**config.mk**
```make
export PLATFORM = sky130hd
export DESIGN_NAME = vram_pixel_writer
export DESIGN_NICKNAME = d
export VERILOG_FILES = /design/src/rtl/vram_pixel_writer.sv
export SDC_FILE = /design/constraint.sdc
export NUM_CORES = 1
export LEC_CHECK = 0
export ABC_AREA = 1
export BUFFER_PORTS_ARGS = -buffer_cell sky130_fd_sc_hd__buf_2
export CAP_MARGIN = 20
export CORE_MARGIN = 2
export CORE_UTILIZATION = 55
export CTS_CLUSTER_SIZE = 12
export DETAILED_ROUTE_END_ITERATION = 10
export PLACE_DENSITY_LB_ADDON = 0.15
export SLEW_MARGIN = 20
export SYNTH_ARGS = -nofsm -noshare
export SYNTH_HDL_FRONTEND = slang
export SYNTH_SLANG_ARGS = --single-unit
```
**constraint.sdc**
```tcl
create_clock -name CLK_50 -period 6.9 [get_ports CLK_50]
set_input_delay 0 -clock CLK_50 [delete_from_list [all_inputs] [get_ports CLK_50]]
set_output_delay 0 -clock CLK_50 [all_outputs]
set_load 0.02 [all_outputs]
```
**src/rtl/vram_pixel_writer.sv**
```systemverilog
// ---------------------------------------------------------------------------
// vram_pixel_writer
//
// Write path into the 640x480, 8-bpp frame buffer. Single-pixel draw requests
// are queued in a small FIFO and turned into byte-lane SRAM write cycles. Each
// 16-bit SRAM word holds two horizontally adjacent pixels: even x in the low
// byte, odd x in the high byte. The bus is used only while the arbiter grants
// it, and the grant is looked at only when a new cycle could start.
//
// Ports
//   CLK_50, RESET_N       clock, asynchronous active-low reset
//   px_valid/px_ready     request handshake (push on valid & ready)
//   px_x, px_y, px_color  request payload: column, row, palette index
//   sram_grant            arbiter permits starting a new SRAM cycle
//   busy                  FIFO non-empty or SRAM cycle in progress
//   drop_count            saturating count of out-of-range requests
//   SRAM_*                registered SRAM strobes, address and write data
//   SRAM_DQ_OUT/_OE       write data and drive enable for the top tristate
// ---------------------------------------------------------------------------
module vram_pixel_writer #(
  parameter int         FIFO_DEPTH  = 16,
  parameter int         SCREEN_W    = 640,
  parameter int         SCREEN_H    = 480,
  parameter logic [7:0] TRANSPARENT = 8'hFC,
  parameter int         WE_CYCLES   = 2
) (
  input  logic        CLK_50,
  input  logic        RESET_N,
  input  logic        px_valid,
  output logic        px_ready,
  input  logic [9:0]  px_x,
  input  logic [9:0]  px_y,
  input  logic [7:0]  px_color,
  input  logic        sram_grant,
  output logic        busy,
  output logic [7:0]  drop_count,
  output logic        SRAM_CE_N,
  output logic        SRAM_OE_N,
  output logic        SRAM_WE_N,
  output logic        SRAM_UB_N,
  output logic        SRAM_LB_N,
  output logic [19:0] SRAM_ADDR,
  output logic [15:0] SRAM_DQ_OUT,
  output logic        SRAM_DQ_OE
);

  localparam int          AW     = $clog2(FIFO_DEPTH);
  localparam int          CW     = AW + 1;
  localparam int          WCW    = (WE_CYCLES > 1) ? $clog2(WE_CYCLES) : 1;
  localparam logic [10:0] X_LIM  = 11'(SCREEN_W);
  localparam logic [10:0] Y_LIM  = 11'(SCREEN_H);
  localparam logic [19:0] HALF_W = 20'(SCREEN_W / 2);

  typedef enum logic [1:0] {S_IDLE, S_SETUP, S_WRITE, S_HOLD} state_t;

  typedef struct packed {
    logic [9:0] x;
    logic [9:0] y;
    logic [7:0] color;
  } px_req_t;

  // ---------------- request FIFO ----------------
  px_req_t          r_mem [FIFO_DEPTH];
  logic [AW-1:0]    r_wr_ptr, r_rd_ptr;
  logic [CW-1:0]    r_count, w_count_next;
  logic             r_px_ready;
  logic             w_push, w_pop;
  px_req_t          w_head;

  state_t           r_state, w_state_next;

  // ready comes from the registered count only, so a full FIFO refuses a
  // push even when the same cycle pops.
  assign w_push   = px_valid & r_px_ready;
  assign w_pop    = (r_state == S_IDLE) && (r_count != '0) && sram_grant;
  assign w_head   = r_mem[r_rd_ptr];
  assign px_ready = r_px_ready;

  always_comb begin
    w_count_next = r_count;
    case ({w_push, w_pop})
      2'b10:   w_count_next = r_count + CW'(1);
      2'b01:   w_count_next = r_count - CW'(1);
      default: w_count_next = r_count;
    endcase
  end

  // NOTE: sequential state is assigned with <= so every register samples the
  // pre-edge values of its neighbours, independent of statement order.
  always_ff @(posedge CLK_50 or negedge RESET_N) begin
    if (!RESET_N) begin
      r_wr_ptr   <= '0;
      r_rd_ptr   <= '0;
      r_count    <= '0;
      r_px_ready <= 1'b0;
    end else begin
      if (w_push) r_wr_ptr <= r_wr_ptr + AW'(1);
      if (w_pop)  r_rd_ptr <= r_rd_ptr + AW'(1);
      r_count    <= w_count_next;
      r_px_ready <= (w_count_next != CW'(FIFO_DEPTH));
    end
  end

  // NOTE: the storage array has no reset; emptiness is tracked by r_count,
  // so stale entries are never observed and the array can map to RAM.
  always_ff @(posedge CLK_50) begin
    if (w_push) r_mem[r_wr_ptr] <= '{x: px_x, y: px_y, color: px_color};
  end

  // ---------------- head classification ----------------
  logic        w_oob, w_accept, w_load;
  logic [19:0] w_addr;

  assign w_oob    = ({1'b0, w_head.x} >= X_LIM) || ({1'b0, w_head.y} >= Y_LIM);
  assign w_accept = !w_oob && (w_head.color != TRANSPARENT);
  assign w_load   = w_pop && w_accept;
  assign w_addr   = 20'(w_head.y) * HALF_W + 20'(w_head.x[9:1]);

  logic [7:0] r_drop_count;

  always_ff @(posedge CLK_50 or negedge RESET_N) begin
    if (!RESET_N) begin
      r_drop_count <= '0;
    end else if (w_pop && w_oob && (r_drop_count != 8'hFF)) begin
      r_drop_count <= r_drop_count + 8'd1;
    end
  end

  assign drop_count = r_drop_count;

  // ---------------- write-cycle FSM ----------------
  logic [WCW-1:0] r_we_cnt;

  always_ff @(posedge CLK_50 or negedge RESET_N) begin
    if (!RESET_N) begin
      r_state  <= S_IDLE;
      r_we_cnt <= '0;
    end else begin
      r_state  <= w_state_next;
      r_we_cnt <= (r_state == S_WRITE) ? r_we_cnt + WCW'(1) : '0;
    end
  end

  // NOTE: every variable written in an always_comb gets a default first, so
  // no path leaves it unassigned and no latch is inferred.
  always_comb begin
    w_state_next = r_state;
    case (r_state)
      S_IDLE:  if (w_load) w_state_next = S_SETUP;
      S_SETUP: w_state_next = S_WRITE;
      S_WRITE: if (r_we_cnt == WCW'(WE_CYCLES - 1)) w_state_next = S_HOLD;
      S_HOLD:  w_state_next = S_IDLE;
      default: w_state_next = S_IDLE;
    endcase
  end

  // Strobe values for the state being entered; registered below so the SRAM
  // pins change only on state entry and never glitch.
  logic w_ce_n_next, w_we_n_next, w_dq_oe_next;

  always_comb begin
    w_ce_n_next  = (w_state_next == S_IDLE);
    w_we_n_next  = (w_state_next != S_WRITE);
    w_dq_oe_next = (w_state_next != S_IDLE);
  end

  logic        r_ce_n, r_we_n, r_ub_n, r_lb_n, r_dq_oe;
  logic [19:0] r_addr;
  logic [15:0] r_dq;

  always_ff @(posedge CLK_50 or negedge RESET_N) begin
    if (!RESET_N) begin
      r_ce_n  <= 1'b1;
      r_we_n  <= 1'b1;
      r_ub_n  <= 1'b1;
      r_lb_n  <= 1'b1;
      r_dq_oe <= 1'b0;
      r_addr  <= '0;
      r_dq    <= '0;
    end else begin
      r_ce_n  <= w_ce_n_next;
      r_we_n  <= w_we_n_next;
      r_dq_oe <= w_dq_oe_next;
      if (w_load) begin
        // address and data stay put from SETUP through HOLD
        r_addr <= w_addr;
        r_dq   <= {w_head.color, w_head.color};
        r_ub_n <= ~w_head.x[0];
        r_lb_n <= w_head.x[0];
      end else if (w_state_next == S_IDLE) begin
        r_ub_n <= 1'b1;
        r_lb_n <= 1'b1;
      end
    end
  end

  assign SRAM_CE_N   = r_ce_n;
  assign SRAM_OE_N   = 1'b1;
  assign SRAM_WE_N   = r_we_n;
  assign SRAM_UB_N   = r_ub_n;
  assign SRAM_LB_N   = r_lb_n;
  assign SRAM_ADDR   = r_addr;
  assign SRAM_DQ_OUT = r_dq;
  assign SRAM_DQ_OE  = r_dq_oe;

  assign busy = (r_count != '0) || (r_state != S_IDLE);

endmodule

```
==> Word level (Yosys, flattened, before mapping) <==
Memory sizes are Yosys's and may differ from the RTL's.
Index checks and enable logic that the tools add are counted.
{ "op_classes": {"addsub": 7, "multipliers": 1, "order_cmp": 2, "n_eq_ne": 9, "n_mux": 10, "bitwise": 2, "reduce_logical": 15} }
{ "op_table": {"columns": ["op", "count"], "rows": [
  ["$add A19 B9 Y20", 1],
  ["$ne A8 B8 Y1 const B", 2],
  ["$mul A10 B3 Y13 const B", 1],
  ["$ge A10 B10 Y1 const B", 1],
  ["$ge A10 B9 Y1 const B", 1],
  ["$pmux W5 S2", 1],
  ["$add A4 B1 Y4 const B", 2],
  ["$add A8 B1 Y8 const B", 1],
  ["$pmux W2 S4", 1],
  ["$eq A2 B2 Y1 const B", 3],
  ["$logic_and A1 B1 Y1", 6],
  ["$mux W1", 6],
  ["$reduce_bool A2 Y1", 3],
  ["$add A5 B1 Y5 const B", 1],
  ["$ne A5 B5 Y1 const B", 1],
  ["$reduce_bool A5 Y1", 1],
  ["$sub A5 B1 Y5 const B", 1],
  ["$eq A2 B1 Y1 const B", 2],
  ["$logic_not A2 Y1", 2],
  ["$mux W2", 2],
  ["$logic_or A1 B1 Y1", 2],
  ["$ne A2 B2 Y1 const B", 1],
  ["$add A1 B1 Y1 const B", 1],
  ["$and A1 B1 Y1", 1],
  ["other kinds (2)", 2]
]} }
{ "totals": {"reg_bits": 66, "mem_bits_rw": 448, "input_bits": 32, "out_inout_bits": 52, "wordCells": 61, "mem_count": 1} }
{ "mem_list": {"columns": ["memory", "words", "word_bits", "read_ports", "rd_clocked_by_memory_dff", "wr", "line_no", "source"], "rows": [
  ["r_mem", 16, 28, 1, 0, 1, "63", "px_req_t r_mem [FIFO_DEPTH];"]
]} }

==> Longest topological paths before layout <==
Gate-level depths: netlist of run 1.
An unclocked memory read counts as a cell.
{ "depth": {"word_depth": 11, "depth_mapped": 23} }

==> Least setup slack after synthesis of run 1 <==
OpenSTA, ideal clock, no wires.
{ "synth_timing": {"path_kind": "register -> register", "start": "register r_rd_ptr[0]", "end": "register r_addr[16] (netlist: SRAM_ADDR[16])", "setup_time_ns": 0.126, "arrival_time_ns": 3.846, "required_ns": 6.774, "path_slack_ns": 2.928, "stages_incl_launch_ff": 24, "n_path_buf": 5, "synth_period_minus_slack_ns": 3.972, "cell_sequence": "dfrtp_1 buf_4 inv_4 buf_6 buf_2 clkbuf_1 clkbuf_1 nor2_1 o221ai_1 o211ai_1 nand2_1 ha_1 ha_1 fa_1 a21oi_1 o21ai_0 nand2_1 nand2_1 a21oi_1 xor2_1 inv_1 nand2_1 xor2_1 o21ai_0"} }
{ "synth_via": {"elab_chain_len": 6, "elab_cells_between_ends": 10} }
{ "synth_rtl": {"columns": ["element", "line_no", "source"], "rows": [
  ["start: declaration", "64", "logic [AW-1:0] r_wr_ptr, r_rd_ptr;"],
  ["start signal: assignment", "98", "if (w_pop) r_rd_ptr <= r_rd_ptr + AW'(1);"],
  ["$mem_v2 Z16 W28 *", null, null],
  ["branches (longest 5 deep; another with $add A19 B9 Y20)", null, null],
  ["end signal: assignment", "186", "r_addr <= w_addr;"],
  ["end: declaration", "168", "logic [19:0] r_addr;"]
]} }
Mark *: on every way between the ends.
A chain may end at the register's enable or synchronous reset.

==> Worst setup path after layout of run 1 <==
{ "layout_timing": {"start": "register r_rd_ptr[1]", "end": "register r_addr[16] (netlist: SRAM_ADDR[16])"} }
Same word-level chain as after synthesis.

==> flow_metrics.py, run 1 <==
metrics = {
    "layout": {
        "diodes": 0,
        "drive_above_1_share_pct": 11.0,
        "nets": 1966,
        "areaGrowthSynthToFinish_pct": 12.5,
        "fill_cells": 3050,
        "finalNonFillerCells": 2451,
    },
    "routing": {
        "avgRoutedWirePerCell_um": 20.7,
        "dr.pass1.iters": 5,
        "drt_iter0_markers": 1212,
        "vias": 13800,
        "post-route-drc-count": 0,
        "totalWireLength_um": 50700,
        "route.detailed.vias_per_inst": 5.63,
        "ant_nets": 0,
    },
    "run_status": {
        "status": "complete, no violations",
    },
    "clocking": {
        "cts_hold_buf": 31,
        "post_cts_resize_count": 0,
        "cts_root_buf": "clkbuf_16",
        "numCtsBuffers": 52,
        "cts_tree": "built",
        "insertion_delay_ns": 0.59,
        "post_cts_buffers": 0,
        "cts.sinks": 506,
        "cts.clk_slew.worst_paths_ns": 0.06,
        "cts_max_level": 2,
        "clk_path_buf_depth": 3,
    },
    "run": {
        "drv_cap": 0,
    },
    "sta": {
        "setup_tns_ns": 0,
        "fmax_ghz": 0.200,
        "skew_ns": 0.0236,
        "worst_pin_slew_ns": 1.01,
        "finalSetupViolCount": 0,
        "slew_headroom_pct": 33.0,
        "slew_violations": 0,
        "hold_ws_ns": 0.0779,
        "hold_viol_final": 0,
        "min_period_over_period_pct": 72.5,
        "rsz0062_at_grt": "false",
        "fin_crit_ns": 5.00,
    },
    "synthesis": {
        "synth_top_area_cell": "edfxtp_1",
        "synth_area_leaders": "edfxtp_1 (63%), nand2_1 (7.1%), dfrtp_1 (6.3%), nor2_1 (3.5%), nand3_1 (3.4%)",
        "synthMuxAreaShare_pct": 0.106,
        "synth_top_area_share_pct": 63.2,
        "synthDistinctLibCells": 41,
        "synth_top_family_by_area": "simple AND/OR/NAND/NOR gates",
        "ys_seq_elements": 506,
        "synthCells": 1814,
        "synth.avg_cell_area_um2": 11.7,
        "yosysWarnings": 0,
        "synth_seq_area_share_pct": 70.1,
        "netlist_area_mm2": 0.0213,
        "synth_nets": 1881,
        "synth_compound_area_share_pct": 7.17,
        "synth-simple-area-share_pct": 14.5,
        "synth_xor_area_share_pct": 1.23,
        "yosys.area_share.adder_pct": 2.16,
    },
    "global_routing": {
        "grt_max_degree": 181,
        "grt_usage_pct": 25.5,
        "grt_pass1_wl_um": 78500,
        "first_global_vias": 13400,
        "grt_antenna_before_repair": 1,
        "gr-total-overflow": 0,
    },
    "worst_hold_path": {
        "hold_path.class": "in2async",
    },
    "setup_path": {
        "endpoint_kind": "register",
        "reg2reg_to": "SRAM_ADDR[16]",
        "reg2reg_depth": 19,
        "timing.reg2reg.setup_slack_ns": 1.90,
        "required_ns": 7.33,
        "rr_startpoint": "r_rd_ptr[1]",
        "cp_max_fo": 75,
        "cp_data_arrival_time_ns": 5.43,
        "start_kind": "register",
        "worstSetupPathType": "reg2reg",
    },
    "placement": {
        "numPortBuffers": 82,
        "place_congestion": 0.820,
        "dp_hpwl_um": 25000,
        "placed_cells": 2332,
    },
    "die": {
        "start_util_pct": 55.5,
        "chipHeight_um": 201,
        "die_area_mm2": 0.0403,
        "dieWidth_um": 201,
        "fp-row-count": 72,
        "io_pins": 84,
        "coreArea_mm2": 0.0384,
    },
    "power_and_ir_drop": {
        "p_leak_nw": 9.14,
        "p_per_area_mw_per_mm2": 473,
        "ir_drop_uv": 296,
    },
}
## worst max-delay path, cell delays in order (launching register included)
cell,delay [ns]
dfrtp_2,0.70
inv_4,0.80
buf_4,0.67
o21ai_0,0.23
o221ai_1,0.21
nand3_1,0.11
nand2_1,0.18
ha_1,0.19
ha_1,0.20
fa_1,0.23
a21oi_1,0.08
o21ai_0,0.33
nand2_1,0.09
nand2_1,0.07
a21oi_1,0.06
xor2_1,0.21
inv_1,0.08
nand2_1,0.11
xor2_1,0.16
o21ai_0,0.09
## synth_stat cells
cell,n
a21o_1,1
a21oi_1,21
a31oi_1,12
a32o_1,5
buf_1,8
buf_2,31
buf_4,13
buf_6,8
clkbuf_1,47
clkinv_1,1
conb_1,1
dfrtp_1,54
dfstp_2,4
edfxtp_1,448
fa_1,3
ha_1,32
inv_1,117
inv_2,2
inv_4,1
mux2_2,2
nand2_1,401
nand2_2,1
nand3_1,146
nand3_2,2
nand3b_1,1
nand4_1,7
nor2_1,197
nor2_4,1
nor3_1,3
nor4_1,1
o211ai_1,22
o21ai_0,136
o21ai_1,2
o21ai_2,7
o21bai_1,1
o221ai_1,33
o22ai_1,10
o31ai_2,1
or2_1,1
xnor2_1,9
xor2_1,21
## area by class of cell
type / count / area (um2) / area share [%]
clock buffers: 75 / 1440 / 6.01
clock inverters: 13 / 63.8 / 0.266
inverters: 121 / 462 / 1.93
multi-input cells: 1080 / 5490 / 22.9
flip-flops and latches: 506 / 14900 / 62.3
well taps: 518 / 648 / 2.71
repair buffers: 138 / 936 / 3.91
## cells in the final DEF (no fill, tap or decap), types with 2 or more instances in the layout
cell type	netlist	routed
nand3_1	146	146
o22ai_1	10	10
dfstp_2	4	4
o21ai_1	2	2
nor3_1	3	3
inv_2	2	2
o21ai_2	7	7
o211ai_1	22	22
nand3_2	2	2
nand4_1	7	7
buf_2	31	81
xor2_1	21	21
dfrtp_2	0	2
buf_12	0	2
edfxtp_1	448	448
mux2_2	2	2
dlygate4sd3_1	0	31
o221ai_1	33	33
nor2_1	197	181
a21oi_1	21	21
xnor2_1	9	9
clkbuf_8	0	3
clkbuf_16	0	53
clkinv_2	0	8
ha_1	32	32
nand2_1	401	401
fa_1	3	3
a32o_1	5	5
inv_1	117	116
nor2_4	1	17
clkbuf_1	47	19
clkinv_1	1	5
o21ai_0	136	136
a31oi_1	12	12
buf_4	13	24
dfrtp_1	54	51
## layer usage
metal	wire (um)	part of all wire (%)	global-route usage (%)
met5	13	0.026	0
met4	1260	2.5	8.49
met3	3810	7.5	3.36
met2	23600	47	41.0
met1	22000	43	36.5
## sequential cells by signal, summed over array words and instances, names as in the netlist, 2 cells and up
register     cells
r_rd_ptr         4
r_count          5
r_state          2
SRAM_DQ_OUT      8
drop_count       8
SRAM_ADDR       20
r_wr_ptr         4
r_mem          448
## how the worst max path moves through the flow
| stage | startpoint | to | slack (ns) |
|---|---|---|---|
| final | r_rd_ptr[1] | SRAM_ADDR[16] | 1.90 |
| after global routing | r_rd_ptr[1] | SRAM_ADDR[16] | 1.43 |
| after CTS | r_rd_ptr[1] | SRAM_ADDR[16] | 1.95 |
| after detailed placement | r_rd_ptr[1] | SRAM_ADDR[16] | 1.96 |
| after global placement | r_rd_ptr[1] | SRAM_ADDR[16] | 2.10 |
| after floorplan | r_rd_ptr[0] | SRAM_ADDR[16] | 2.93 |
## through the flow
| stage | worst slack, ns | total power [mW] | area [um2] | util [%] |
|---|---|---|---|---|
| after CTS | 1.95 | 11.4 | 24000 | 62.4 |
| after global routing | 1.43 | 12.1 | 24000 | 62.4 |
| after detailed placement | 1.96 | 8.86 | 22100 | 57.7 |
| final | 1.90 | 11.3 | 24000 | 62.4 |
| after floorplan | 2.93 | 7.54 | 21300 | - |
| after global placement | 2.10 | 8.78 | 22100 | 57.7 |
## where the power goes
part	total [mW]	internal [mW]	switching [mW]
Sequential	4.04	3.78	0.264
Clock	2.53	1.43	1.09
Combinational	4.76	1.52	3.24
## logic make-up (layout without fill, tap and decap cells)
| logic type | after synthesis | count (layout) |
|---|---|---|
| compound gates | 251 | 251 |
| xor+xnor | 30 | 30 |
| fa+ha+maj | 35 | 35 |
| buf+inv | 228 | 347 |
| flops | 506 | 506 |
| mux | 2 | 2 |
| other cells | 1 | 1 |
| simple gates | 761 | 761 |
Note: power is estimated with default switching activity, not from simulation.
==> run 2, diff against run 1 <==
Clock period 6.9 ns to 4.4 ns, I/O delays scaled along.
==> flow_metrics.py, run 2 (synthesis results as in run 1) <==
metrics = {
    "sta": {
        "slew_violations": 0,
        "fmax_ghz": 0.251,
        "slew_headroom_pct": 24.1,
        "min_period_over_period_pct": 90.7,
        "finalSetupViolCount": 0,
        "worst_pin_slew_ns": 1.14,
        "fin_crit_ns": 3.99,
        "rsz0062_at_grt": "false",
        "hold_viol_final": 0,
        "finalWorstSetupSlack_ns": 0.409,
        "skew_ns": 0.0248,
        "setup_tns_ns": 0,
    },
    "layout": {
        "utilization_pct": 62.9,
        "layout_commonest_cell": "edfxtp_1",
        "layout_common_cells": "edfxtp_1 (448), nand2_1 (401), nor2_1 (181)",
        "nets": 1977,
        "areaGrowthSynthToFinish_pct": 13.5,
        "diodes": 0,
        "drive_above_1_share_pct": 11.7,
        "largest_reg_flops": 448,
        "regMostFlops": "r_mem",
        "final_area_mm2": 0.0242,
    },
    "clocking": {
        "cts_max_level": 2,
        "numCtsBuffers": 52,
        "cts.clk_slew.worst_paths_ns": 0.06,
        "clk_path_buf_depth": 3,
        "cts_tree": "built",
        "cts_root_buf": "clkbuf_16",
        "post_cts_buffers": 0,
        "cts.sinks": 506,
        "insertion_delay_ns": 0.60,
    },
    "routing": {
        "route.detailed.vias_per_inst": 5.63,
        "ant_nets": 0,
        "avgRoutedWirePerCell_um": 20.9,
        "totalWireLength_um": 51500,
        "vias": 13900,
        "dr.pass1.iters": 5,
        "drt_iter0_markers": 1364,
        "post-route-drc-count": 0,
    },
    "die": {
        "coreArea_mm2": 0.0384,
        "dieWidth_um": 201,
        "fp-row-count": 72,
        "die_area_mm2": 0.0403,
        "start_util_pct": 55.5,
        "chipHeight_um": 201,
        "io_pins": 84,
    },
    "placement": {
        "dpl-instance-area_mm2": 0.0222,
        "place_congestion": 0.806,
        "dp_hpwl_um": 27900,
        "preCtsSetupSlack_ns": 0.510,
        "numPortBuffers": 82,
    },
    "setup_path": {
        "cp-startpoint": "r_rd_ptr[0]",
        "worstSetupPathType": "reg2reg",
        "worstPathBufferInverterCount": 4,
        "cp_slowest_stage_delay_ns": 0.55,
        "cpMaxStageDelayCell": "dfrtp_4",
        "crit_family": "simple AND/OR/NAND/NOR gates",
        "rr_startpoint": "r_rd_ptr[0]",
        "reg2reg_depth": 20,
        "path_common_cell": "nand2_1",
        "timing.reg2reg.setup_slack_ns": 0.41,
        "start_kind": "register",
        "cp_max_fo": 61,
        "reg2reg_to": "SRAM_ADDR[16]",
        "cp_data_arrival_time_ns": 4.43,
        "crit_path_cell_trace": "inv_6 > buf_4 > nand2_1 > nand2_1 > nand2_1 > nand3_1 > nand3_1 > nand2_1 > ha_1 > ha_1 > inv_1 > o21ai_0 > nand2_1 > nand2_1 > a21oi_1 > xor2_1 > inv_1 > nand2_1 > xor2_1 > o21ai_0",
        "endpoint_kind": "register",
        "required_ns": 4.84,
    },
    "worst_hold_path": {
        "hold_path.class": "in2async",
    },
    "global_routing": {
        "grt_antenna_before_repair": 0,
        "grt_usage_pct": 25.9,
        "grt_pass1_wl_um": 79400,
        "first_global_vias": 13500,
        "grt_max_degree": 77,
        "gr-total-overflow": 0,
    },
    "power_and_ir_drop": {
        "switching_share_pct": 40.4,
        "clkPwrFrac_pct": 23.2,
        "p_comb_share_pct": 42.5,
        "power.total_mw": 18.1,
        "p_int_mw": 10.8,
        "p_per_area_mw_per_mm2": 749,
        "seq_power_share_pct": 34.3,
        "p_switching_mw": 7.31,
        "ir_drop_uv": 432,
        "p_leak_nw": 9.25,
    },
    "run": {
        "drv_cap": 0,
    },
    "run_status": {
        "status": "complete, no violations",
    },
}
==> run 2: cell count changes in the layout (fill, tap and decap cells not counted), sizes merged <==
cell	delta
buf	+11
clkbuf	+10
bufinv	+1
clkinv	-3
==> run 2: metal layers <==
layer,wire [um],GRT usage [%],up-vias,share of wire (%)
met5,0,0,-,0
met4,1220,8.04,0,2.4
met3,3350,3.85,85,6.5
met2,24800,43.6,505,48
met1,22100,35.2,6810,43
li1,-,-,6498,-
==> run 2: what timing repair did <==
| action | CTS | global route |
|---|---|---|
| gates resized for setup | 0 | 0 |
| hold endpoints to repair | 509 | 0 |
| hold buffers | 31 | 0 |
| setup endpoints to repair | 0 | 0 |
==> run 2: power groups by stage <==
stage	registers (mW)	clock network, mW	logic [mW]
6_report	6.20	4.20	7.68
5_1_grt	6.26	4.43	8.62
4_1_cts	6.20	4.26	7.70
3_5_place_dp	6.29	0	7.64
3_3_place_gp	6.28	0	7.53
2_1_floorplan	6.42	0	5.41
==> run 2: metrics by stage <==
| step | hold WS [ns] | cells |
|---|---|---|
| after global placement | 0.169 | 2343 |
| after floorplan | -0.296 | 1814 |
| after detailed placement | 0.169 | 2343 |
| after CTS | 0.0879 | 2470 |
| after global routing | 0.148 | 2470 |
| final | 0.0682 | 2470 |
==> run 2: layout make-up <==
type,instances,area (um2)
flip-flops and latches,506,14900
fillers,2992,14200
multi-input cells,1080,5490
clock buffers,85,1530
repair buffers,149,1020
well taps,518,648
inverters,121,462
clock inverters,11,93.8
==> run 2: worst max-delay path by stage <==
stage / to / cells past startpoint / slack, ns
2_1_floorplan: SRAM_ADDR[16] / 23 / 0.43
3_3_place_gp: SRAM_ADDR[17] / 20 / 0.58
3_5_place_dp: SRAM_ADDR[17] / 20 / 0.51
4_1_cts: SRAM_ADDR[16] / 20 / 0.47
5_1_grt: SRAM_ADDR[16] / 20 / 0.04
6_report: SRAM_ADDR[16] / 20 / 0.41
==> run 2: worst reg2reg max path: cells and delay by family (launching register included) <==
family / cells / cell delay [ns]
AOI/OAI and AO/OA: 3 / 0.53
xor gates and xnor gates: 2 / 0.35
adders and majority gates: 2 / 0.59
buffers and inverters: 4 / 0.89
DFF: 1 / 0.55
and+or+nand+nor: 9 / 0.91
